File: config.mk
export PLATFORM = sky130hd
export DESIGN_NAME = repeated_sub_divider
export DESIGN_NICKNAME = d
export VERILOG_FILES = /design/src/rtl/div_pkg.sv /design/src/rtl/div_datapath.sv /design/src/rtl/repeated_sub_divider.sv
export SDC_FILE = /design/constraint.sdc
export NUM_CORES = 1
export LEC_CHECK = 0
export ABC_AREA = 0
export CORE_MARGIN = 5
export CORE_UTILIZATION = 52
export CTS_CLUSTER_DIAMETER = 100
export CTS_CLUSTER_SIZE = 14
export DETAILED_ROUTE_END_ITERATION = 12
export PLACE_DENSITY = 0.92
export RECOVER_POWER = 50
export REMOVE_ABC_BUFFERS = 1
export SYNTH_ARGS = -nofsm -noshare
export SYNTH_HDL_FRONTEND = slang
export SYNTH_SLANG_ARGS = --single-unit
File: constraint.sdc
create_clock -name Clk -period 3.9 [get_ports Clk]
set_clock_uncertainty 0.2 [all_clocks]
set_input_delay 0.585 -clock Clk [delete_from_list [all_inputs] [get_ports Clk]]
set_output_delay 0.585 -clock Clk [all_outputs]
set_load 0.1 [all_outputs]
File: src/rtl/div_pkg.sv
// rtl/div_pkg.sv - shared state encoding and default width for the repeated-subtraction divider
package div_pkg;
    typedef enum logic [1:0] {S_IDLE, S_SUB, S_DONE} state_t;
    localparam int DIV_W_DEFAULT = 5;
endpackage

File: src/rtl/div_datapath.sv
// rtl/div_datapath.sv - remainder/divisor/quotient registers with subtract and compare (DIV_EARLY_EQ_EN adds early finish on rem==div)
module div_datapath
    import div_pkg::*;
#(
    parameter int N = DIV_W_DEFAULT
) (
    input  logic         clk,
    input  logic         resetn,
    input  logic         load,
    input  logic         step,
    input  logic [N-1:0] dividend,
    input  logic [N-1:0] divisor,
    output logic         last_step,
    output logic [N-1:0] quotient,
    output logic [N-1:0] remainder,
    output logic         div_by_zero
);
    logic [N-1:0] rem_q, rem_d;
    logic [N-1:0] div_q, div_d;
    logic [N-1:0] quo_q, quo_d;
    logic         dbz_q, dbz_d;
    logic         ge;

    assign ge = (rem_q >= div_q);

`ifdef DIV_EARLY_EQ_EN
    // An exact match subtracts this cycle and is necessarily the final step.
    assign last_step = !ge || (rem_q == div_q);
`else
    assign last_step = !ge;
`endif

    always_comb begin
        rem_d = rem_q;
        div_d = div_q;
        quo_d = quo_q;
        dbz_d = dbz_q;
        if (load) begin
            div_d = divisor;
            rem_d = dividend;
            dbz_d = (divisor == '0);
            quo_d = (divisor == '0) ? '1 : '0;
        end else if (step && ge) begin
            rem_d = rem_q - div_q;
            quo_d = quo_q + N'(1);
        end
    end

    always_ff @(posedge clk) begin
        if (!resetn) begin
            rem_q <= '0;
            div_q <= '0;
            quo_q <= '0;
            dbz_q <= 1'b0;
        end else begin
            rem_q <= rem_d;
            div_q <= div_d;
            quo_q <= quo_d;
            dbz_q <= dbz_d;
        end
    end

    assign quotient    = quo_q;
    assign remainder   = rem_q;
    assign div_by_zero = dbz_q;
endmodule

File: src/rtl/repeated_sub_divider.sv
// rtl/repeated_sub_divider.sv - unsigned divider controller; DIV_EARLY_EQ_EN selects early finish in div_datapath
module repeated_sub_divider
    import div_pkg::*;
#(
    parameter int N = DIV_W_DEFAULT
) (
    input  logic         Clk,
    input  logic         Reset,
    input  logic         Start,
    input  logic [N-1:0] Dividend,
    input  logic [N-1:0] Divisor,
    output logic         Busy,
    output logic         Done,
    output logic [N-1:0] Quotient,
    output logic [N-1:0] Remainder,
    output logic         DivByZero
);
    state_t state_q, state_d;
    logic   accept;
    logic   last_step;

    assign accept = Start && (state_q == S_IDLE);

    always_comb begin
        state_d = state_q;
        case (state_q)
            S_IDLE: if (accept) state_d = (Divisor == '0) ? S_DONE : S_SUB;
            S_SUB:  if (last_step) state_d = S_DONE;
            S_DONE: state_d = S_IDLE;
            default: state_d = S_IDLE;
        endcase
    end

    always_ff @(posedge Clk) begin
        if (!Reset) state_q <= S_IDLE;
        else        state_q <= state_d;
    end

    assign Busy = (state_q == S_SUB);
    assign Done = (state_q == S_DONE);

    div_datapath #(.N(N)) u_datapath (
        .clk         (Clk),
        .resetn      (Reset),
        .load        (accept),
        .step        (state_q == S_SUB),
        .dividend    (Dividend),
        .divisor     (Divisor),
        .last_step   (last_step),
        .quotient    (Quotient),
        .remainder   (Remainder),
        .div_by_zero (DivByZero)
    );
endmodule
Yosys cells after proc, flatten, opt, wreduce, memory -nomap -nowiden
Index checks and enable logic that the tools add are counted.
{ "word_totals": {"regBits": 18} }
{ "op_classes": {"n_addsub": 2, "magnitude_cmp": 1, "eq_ne": 4, "n_mux": 9, "reduce_logical": 6} }
{ "ops": {"columns": ["cell", "n"], "rows": [
  ["5-bit 2-to-1 mux", 5],
  ["2-bit 2-to-1 mux", 3],
  ["5-bit by 1-bit adder with 5-bit output, second input constant", 1],
  ["5-bit >= comparator", 1],
  ["5-bit zero test", 1],
  ["5-bit subtractor", 1],
  ["2-bit != test, second input constant", 2],
  ["2-bit one-hot mux with 2 select lines", 1],
  ["2-bit by 1-bit == test with 1-bit output, second input constant", 1],
  ["2-bit == test, second input constant", 1],
  ["1-bit logical AND", 2],
  ["2-bit zero test", 1],
  ["2-bit AND reduction", 1],
  ["2-bit nonzero test", 1]
]} }

Logic depth before layout (Yosys ltp)
Gate-level depths: netlist (run 1).
{ "logic_depth": {"depth_word": 4, "ltp_mapped": 8} }

Hierarchy
A second synthesis (run 1) with hierarchy kept.
{ "unflattened": {"hier_cells": 123, "area_unflattened_um2": 1126.1} }
{ "modules_own_cells": {"columns": ["module", "n_inst", "cells_each", "area_per_inst_um2"], "rows": [
  ["div_datapath", 1, 109, 1003.5],
  ["repeated_sub_divider", 1, 14, 122.6]
]} }

Worst setup path after synthesis (run 1)
No wires, ideal clock.
{ "synth_timing": {"kind": "reg-to-reg", "from": "register u_datapath.rem_q[2], in the netlist u_datapath.remainder[2]", "to": "register u_datapath.quo_q[4], in the netlist u_datapath.quotient[4]", "arrival_ns": 2.387, "setup_slack_ns": 1.188, "stages_incl_launch_ff": 8, "synth_period_minus_slack_ns": 2.712, "path_cell_list": "dfxtp_1 -> ha_1 -> a21o_1 -> a31oi_2 -> a31oi_4 -> buf_6 -> a211oi_2 -> nor3_2"} }
{ "synth_between": {"elab_chain_cells": 3} }
{ "synth_rtl": {"columns": ["element", "line_no", "text"], "rows": [
  ["start, declared", "div_datapath.sv:18", "logic [N-1:0] rem_q, rem_d;"],
  ["start signal, assigned", "div_datapath.sv:56", "rem_q <= rem_d;"],
  ["5-bit >= comparator", "div_datapath.sv:24", "assign ge = (rem_q >= div_q);"],
  ["1-bit logical AND", "div_datapath.sv:43", "end else if (step && ge) begin"],
  ["2-bit nonzero test (no source line)", null, null],
  ["end signal, assigned", "div_datapath.sv:58", "quo_q <= quo_d;"],
  ["end, declared", "div_datapath.sv:20", "logic [N-1:0] quo_q, quo_d;"]
]} }
No other way between the ends.
A chain may end at the register's enable or synchronous reset.

Final worst setup path (run 1)
{ "layout_timing": {"from": "register state_q[1]", "to": "output Busy"} }
{ "layout_between": {"elab_chain_cells": 1} }
{ "layout_rtl": {"columns": ["element", "line_no", "text"], "rows": [
  ["start, declared", "repeated_sub_divider.sv:18", "state_t state_q, state_d;"],
  ["start signal, assigned", "repeated_sub_divider.sv:36", "else state_q <= state_d;"],
  ["2-bit by 1-bit == test with 1-bit output", "repeated_sub_divider.sv:39", "assign Busy = (state_q == S_SUB);"],
  ["end, declared", "repeated_sub_divider.sv:12", "output logic Busy,"]
]} }
No other way between the ends.

==> results.cfg, run 1 <==
[floorplanning]
num_rows = 16
start_util_pct = 54.15
coreArea_um2 = 1962
ioPinCount = 26
dieHeight_um = 55.20
die_w_um = 55.20
dieArea_um2 = 3046

[power]
leakage_nw = 0.4935
p_sw_share_pct = 46.79
netSwitchingPower_w = 0.0003219
seq_power_share_pct = 32.6
p_int_w = 0.0003661
irDropWorstVdd_v = 0.0002479
pwr-share-clk_pct = 17.6
p_per_area_nw_per_um2 = 513.4
p_comb_share_pct = 49.8

[routing]
drc = 0
ant_nets = 0
dr.pass1.iters = 4
finalWirelength_mm = 2.558
via_per_inst = 5.663
vias = 940
avgRoutedWirePerCell_um = 15.41
drtIter0Drc = 17

[clock_tree]
cts.clk_slew.worst_paths_ps = 110
clkLatencyLatePin_ps = 300
post_cts_resized = 0
ctsHtreeMaxLevel = 1
postCtsSetupRepairBufs = 0
tritoncts = yes
cts.sinks = 18
clockBufferDepth = 2
clockRootBuffer = clkbuf_4
cts_buffers = 3
hold_buffers = 0

[timing]
finalHoldViolCount = 0
maxSlewViolCount = 0
max_freq_mhz = 348.6
relSlewSlack_pct = 33.81
finalSetupViolations = 0
worst_slack_ps = 1031
min_period_ps = 2869
setup-tns-final_ps = 0
rsz0062_at_grt = no
worst_slew_pin_slew_ps = 989.7
min_period_over_period_pct = 73.56

[synthesis]
syn_area_per_cell_um2 = 9.237
synth-edff-count = 0
ys_seq_area_share_pct = 33.92
muxShareOfSynthArea_pct = 2.827
synth_top_family_by_area = compound AO/OA/AOI/OAI gates
syn-instance-count = 115
ys_ff_latch = 18
synth_ff_type = dfxtp_1
synth_compound_area_share_pct = 24.38
synthSimpleGateAreaFrac_pct = 22.85
synthArstFlopShare_pct = 0
syn_area_um2 = 1062
synth_xor_xnor_area_share_pct = 2.473
yosysWarnings = 0
ys_types = 40
synth-adder-area-share_pct = 8.952

[critical_path]
cp-start-kind = flop
r2r_cells = 7
timing.rr.end = u_datapath.quotient[4]
worstPathArrival_ps = 2080
worstPathRequired_ps = 3120
critical_path_class = flop to output pin
crit_fanout = 4
rrSetupSlack_ps = 1440
end_kind = output pin
timing.rr.start = u_datapath.div_q[2]

[place]
port_buffers = 25
dpl_worst_slack_ps = 1372
gp_congestion = 0.8256
hpwl_mm = 1.896

[worst_hold_path]
min_path_cells = 2
hold_path_class = flop to flop
min_from = u_datapath.div_q[4]
hold_end = u_datapath.div_q[4]

[global_route]
grt_pass1_vias = 964
grt_use_total_pct = 19.17
grt_first_pass_wirelength_mm = 4.133
grt_max_degree = 21
overflow = 0
antenna_found_initial = 0

[finish]
drive_gt1_share_pct = 9.353
num_antenna_cells = 0
syn2layout_area_growth_pct = 26.15
fillers = 173
nets = 160

[job]
max-cap-violations = 0

[outcome]
outcome = finished, final reports clean
## power by group through the flow
| stage | clock network, W | logic (W) | registers (W) |
|---|---|---|---|
| final | 0.000121 | 0.000343 | 0.000224 |
| after global routing | 0.000126 | 0.000362 | 0.000227 |
| after CTS | 0.000119 | 0.000348 | 0.000224 |
| after detailed placement | 0 | 0.000343 | 0.000228 |
| after global placement | 0 | 0.000330 | 0.000227 |
| after floorplan | 0 | 0.000163 | 0.000326 |
## cells by family after synthesis
group | after synthesis
DFF | 18
and+or+nand+nor | 40
xor gates and xnor gates | 3
muxes | 3
adders and majority gates | 7
buffers and inverters | 11
AOI/OAI and AO/OA | 33
## per-layer routing
metal / GRT usage [%] / wire length (µm) / up-vias
met3: 2.145 / 81 / 7
li1: - / - / 464
met2: 35.24 / 1354 / 21
met5: 0 / 0 / -
met4: 10.93 / 67 / 0
met1: 21.04 / 1056 / 448
## Yosys cell counts (3+ instances only)
library cell | count | area share (%)
and3_1 | 4 | 2.4
a21boi_0 | 5 | 3.5
mux2i_1 | 3 | 2.8
nand3_1 | 5 | 2.4
ha_1 | 6 | 7.1
a211oi_2 | 3 | 3.5
dfxtp_1 | 18 | 34
a21oi_1 | 6 | 2.8
o21ai_0 | 4 | 1.9
clkbuf_1 | 4 | 1.4
inv_1 | 6 | 2.1
nand2_1 | 14 | 4.9
## metrics by stage
stage,hold slack [ps],util (%),area (µm²),power (W),std cells
finish,282.2,68.30,1340,0.0006880,166
global route,292.1,68.30,1340,0.0007153,166
CTS,276.2,69.13,1356,0.0006910,166
detailed placement,261.3,67.28,1320,0.0005712,162
global placement,243.1,67.28,1320,0.0005568,162
floorplan,243.4,-,1036,0.0004880,110
## layout make-up
class	instances	area [µm²]	share of cell area, %
clock buffer	4	36.28	2.708
inverter	6	22.52	1.681
multi-input combinational	86	636.9	47.53
sequential	18	360.3	26.89
tap	27	33.78	2.521
timing repair buffer	25	250.2	18.67
## worst max-delay path, cell delays in order (launching register included)
cell and delay, ps:
dfxtp_1 360, and2b_1 260, clkdlybuf4s50_1 1150
## state kept, by name, summed over array words and instances (netlist names)
signal / flops
u_datapath.remainder: 5
state_q: 2
u_datapath.div_by_zero: 1
u_datapath.quotient: 5
u_datapath.div_q: 5
## how the worst max path moves through the flow
stage | from | end | slack (ps) | depth (start not counted)
floorplan | u_datapath.remainder[2] | u_datapath.quotient[3] | 1180 | 6
global route | state_q[1] | Busy | 970 | 2
detailed placement | Start | u_datapath.quotient[2] | 1370 | 5
finish | state_q[1] | Busy | 1030 | 2
global placement | state_q[1] | Busy | 1400 | 2
CTS | state_q[1] | Busy | 1030 | 2
## placed cells by master, fill, tap and decap left out, drive strengths merged
cell type / n
a211oi: 4
a21boi: 6
a21o: 2
a21oi: 6
a22o: 1
a31oi: 2
and2: 1
and2b: 1
and3: 4
clkbuf: 4
clkdlybuf4s50: 24
dfxtp: 18
dlygate4sd3: 1
fa: 1
ha: 6
inv: 6
mux2i: 3
nand2: 14
nand2b: 1
nand3: 5
nand3b: 2
nand4: 1
nand4b: 1
nor2: 3
nor2b: 1
nor3: 4
nor4b: 1
o211ai: 2
o21a: 2
o21ai: 7
o311ai: 1
or4: 1
xnor2: 1
xor2: 2
(Power assumes the default switching activity.)
==> run 2, diff against run 1 <==
Settings changed: CORE_UTILIZATION 52 to 43, PLACE_DENSITY 0.92 to 0.83.
Clock period 3.9 ns to 2.6 ns, I/O delays scaled along.
==> results.cfg, run 2 (synthesis results as in run 1) <==
[finish]
drive_gt1_share_pct = 14.89
fillers = 242
final_common_cell = dfxtp_1
final_cell_mix = 18 x dfxtp_1, 14 x nand2_1, 11 x clkdlybuf4s50_1, 10 x clkbuf_1
num_antenna_cells = 0
nets = 162
finish.utilization_pct = 54.15
fin_cells = 171
syn2layout_area_growth_pct = 22.85

[clock_tree]
clkLatencyLatePin_ps = 300
cts.sinks = 18
post_cts_resized = 0
hold_buffers = 0
tritoncts = yes
postCtsSetupRepairBufs = 0
clockBufferDepth = 2
ctsHtreeMaxLevel = 1
clockRootBuffer = clkbuf_4
cts.clk_slew.worst_paths_ps = 110
cts_buffers = 3

[power]
p_per_area_nw_per_um2 = 765.3
p_sw_share_pct = 46.77
p_comb_share_pct = 48.6
leakage_nw = 0.4879
netSwitchingPower_w = 0.0004671
seq_power_share_pct = 33.6
irDropWorstVdd_v = 0.0004271
pwr-share-clk_pct = 17.7
p_int_w = 0.0005317

[place]
gp_congestion = 0.7768
hpwl_mm = 1.832
port_buffers = 25
dp.cells = 167

[critical_path]
rrSetupSlack_ps = 370
worstPathArrival_ps = 2240
cp-start-kind = flop
crit_fanout = 18
end_kind = flop
critical_path_class = flop to flop
worstPathRequired_ps = 2610
r2r_cells = 7

[routing]
vias = 918
finalWirelength_mm = 2.303
drtIter0Drc = 12
drc = 0
ant_nets = 0
avgRoutedWirePerCell_um = 13.47
dr.pass1.iters = 2
via_per_inst = 5.368

[global_route]
grt_pass1_vias = 906
grt_first_pass_wirelength_mm = 3.843
antenna_found_initial = 0
grt_max_degree = 19
grt_use_total_pct = 14.10
overflow = 0

[floorplanning]
die_w_um = 59.71
dieHeight_um = 59.71
dieArea_um2 = 3565
num_rows = 18
ioPinCount = 26
coreArea_um2 = 2410
start_util_pct = 44.08

[job]
max-cap-violations = 0

[timing]
rsz0062_at_grt = no
maxSlewViolCount = 0
min_period_ps = 2232
holdWs_ps = 271.1
finalHoldViolCount = 0
relSlewSlack_pct = 21.66
finalSetupViolations = 0
setup-tns-final_ps = 0
worst_slew_pin_slew_ps = 1180
max_freq_mhz = 448.0
min_period_over_period_pct = 85.85

[outcome]
outcome = finished, final reports clean

[worst_hold_path]
min_path_cells = 2
hold_path_class = flop to flop
## run 2: final cells by class
type                            instances  area (µm²)  share of cell area (%)
Inverter                                6       22.52                   1.726
Tap cell                               30       37.54                   2.876
Clock buffer                            4       36.28                   2.780
Timing Repair Buffer                   27       195.2                   14.96
Multi-Input combinational cell         86       653.1                   50.05
Sequential cell                        18       360.3                   27.61
## run 2: final timing paths
kind,startpoint,to
max,u_datapath.div_q[2],u_datapath.quotient[2]
max reg2reg,u_datapath.div_q[2],u_datapath.quotient[2]
min,u_datapath.div_by_zero,u_datapath.div_by_zero
min reg2reg,u_datapath.div_by_zero,u_datapath.div_by_zero
## run 2: layer usage
layer	global-route usage, %	vias to the layer above	wire length (µm)
met5	0	-	0
met4	5.063	0	25
met1	16.62	434	987
met2	25.00	17	1187
li1	-	465	-
met3	2.808	2	103
## run 2: power groups by stage
stage	registers, W	logic, W	clock network (W)
after floorplan	0.000488	0.000244	0
after global placement	0.000340	0.000492	0
after detailed placement	0.000343	0.000503	0
after CTS	0.000337	0.000506	0.000180
after global routing	0.000342	0.000523	0.000191
final	0.000336	0.000486	0.000177
## run 2: critical path: stages (launching register included)
cell and delay [ps]:
dfxtp_1 340, inv_1 40, ha_1 370, a21o_1 160
a31oi_2 70, a31oi_4 570, o21ai_1 150, a22o_1 240
## run 2: stage by stage
| stage | power, W | worst slack, ps | cell area [µm²] |
|---|---|---|---|
| 6_report | 0.0009987 | 367.9 | 1305 |
| 2_1_floorplan | 0.0007320 | -115.5 | 1036 |
| 3_3_place_gp | 0.0008324 | 440.7 | 1306 |
| 5_1_grt | 0.001055 | 187.4 | 1305 |
| 4_1_cts | 0.001023 | 358.3 | 1343 |
| 3_5_place_dp | 0.0008459 | 400.7 | 1306 |
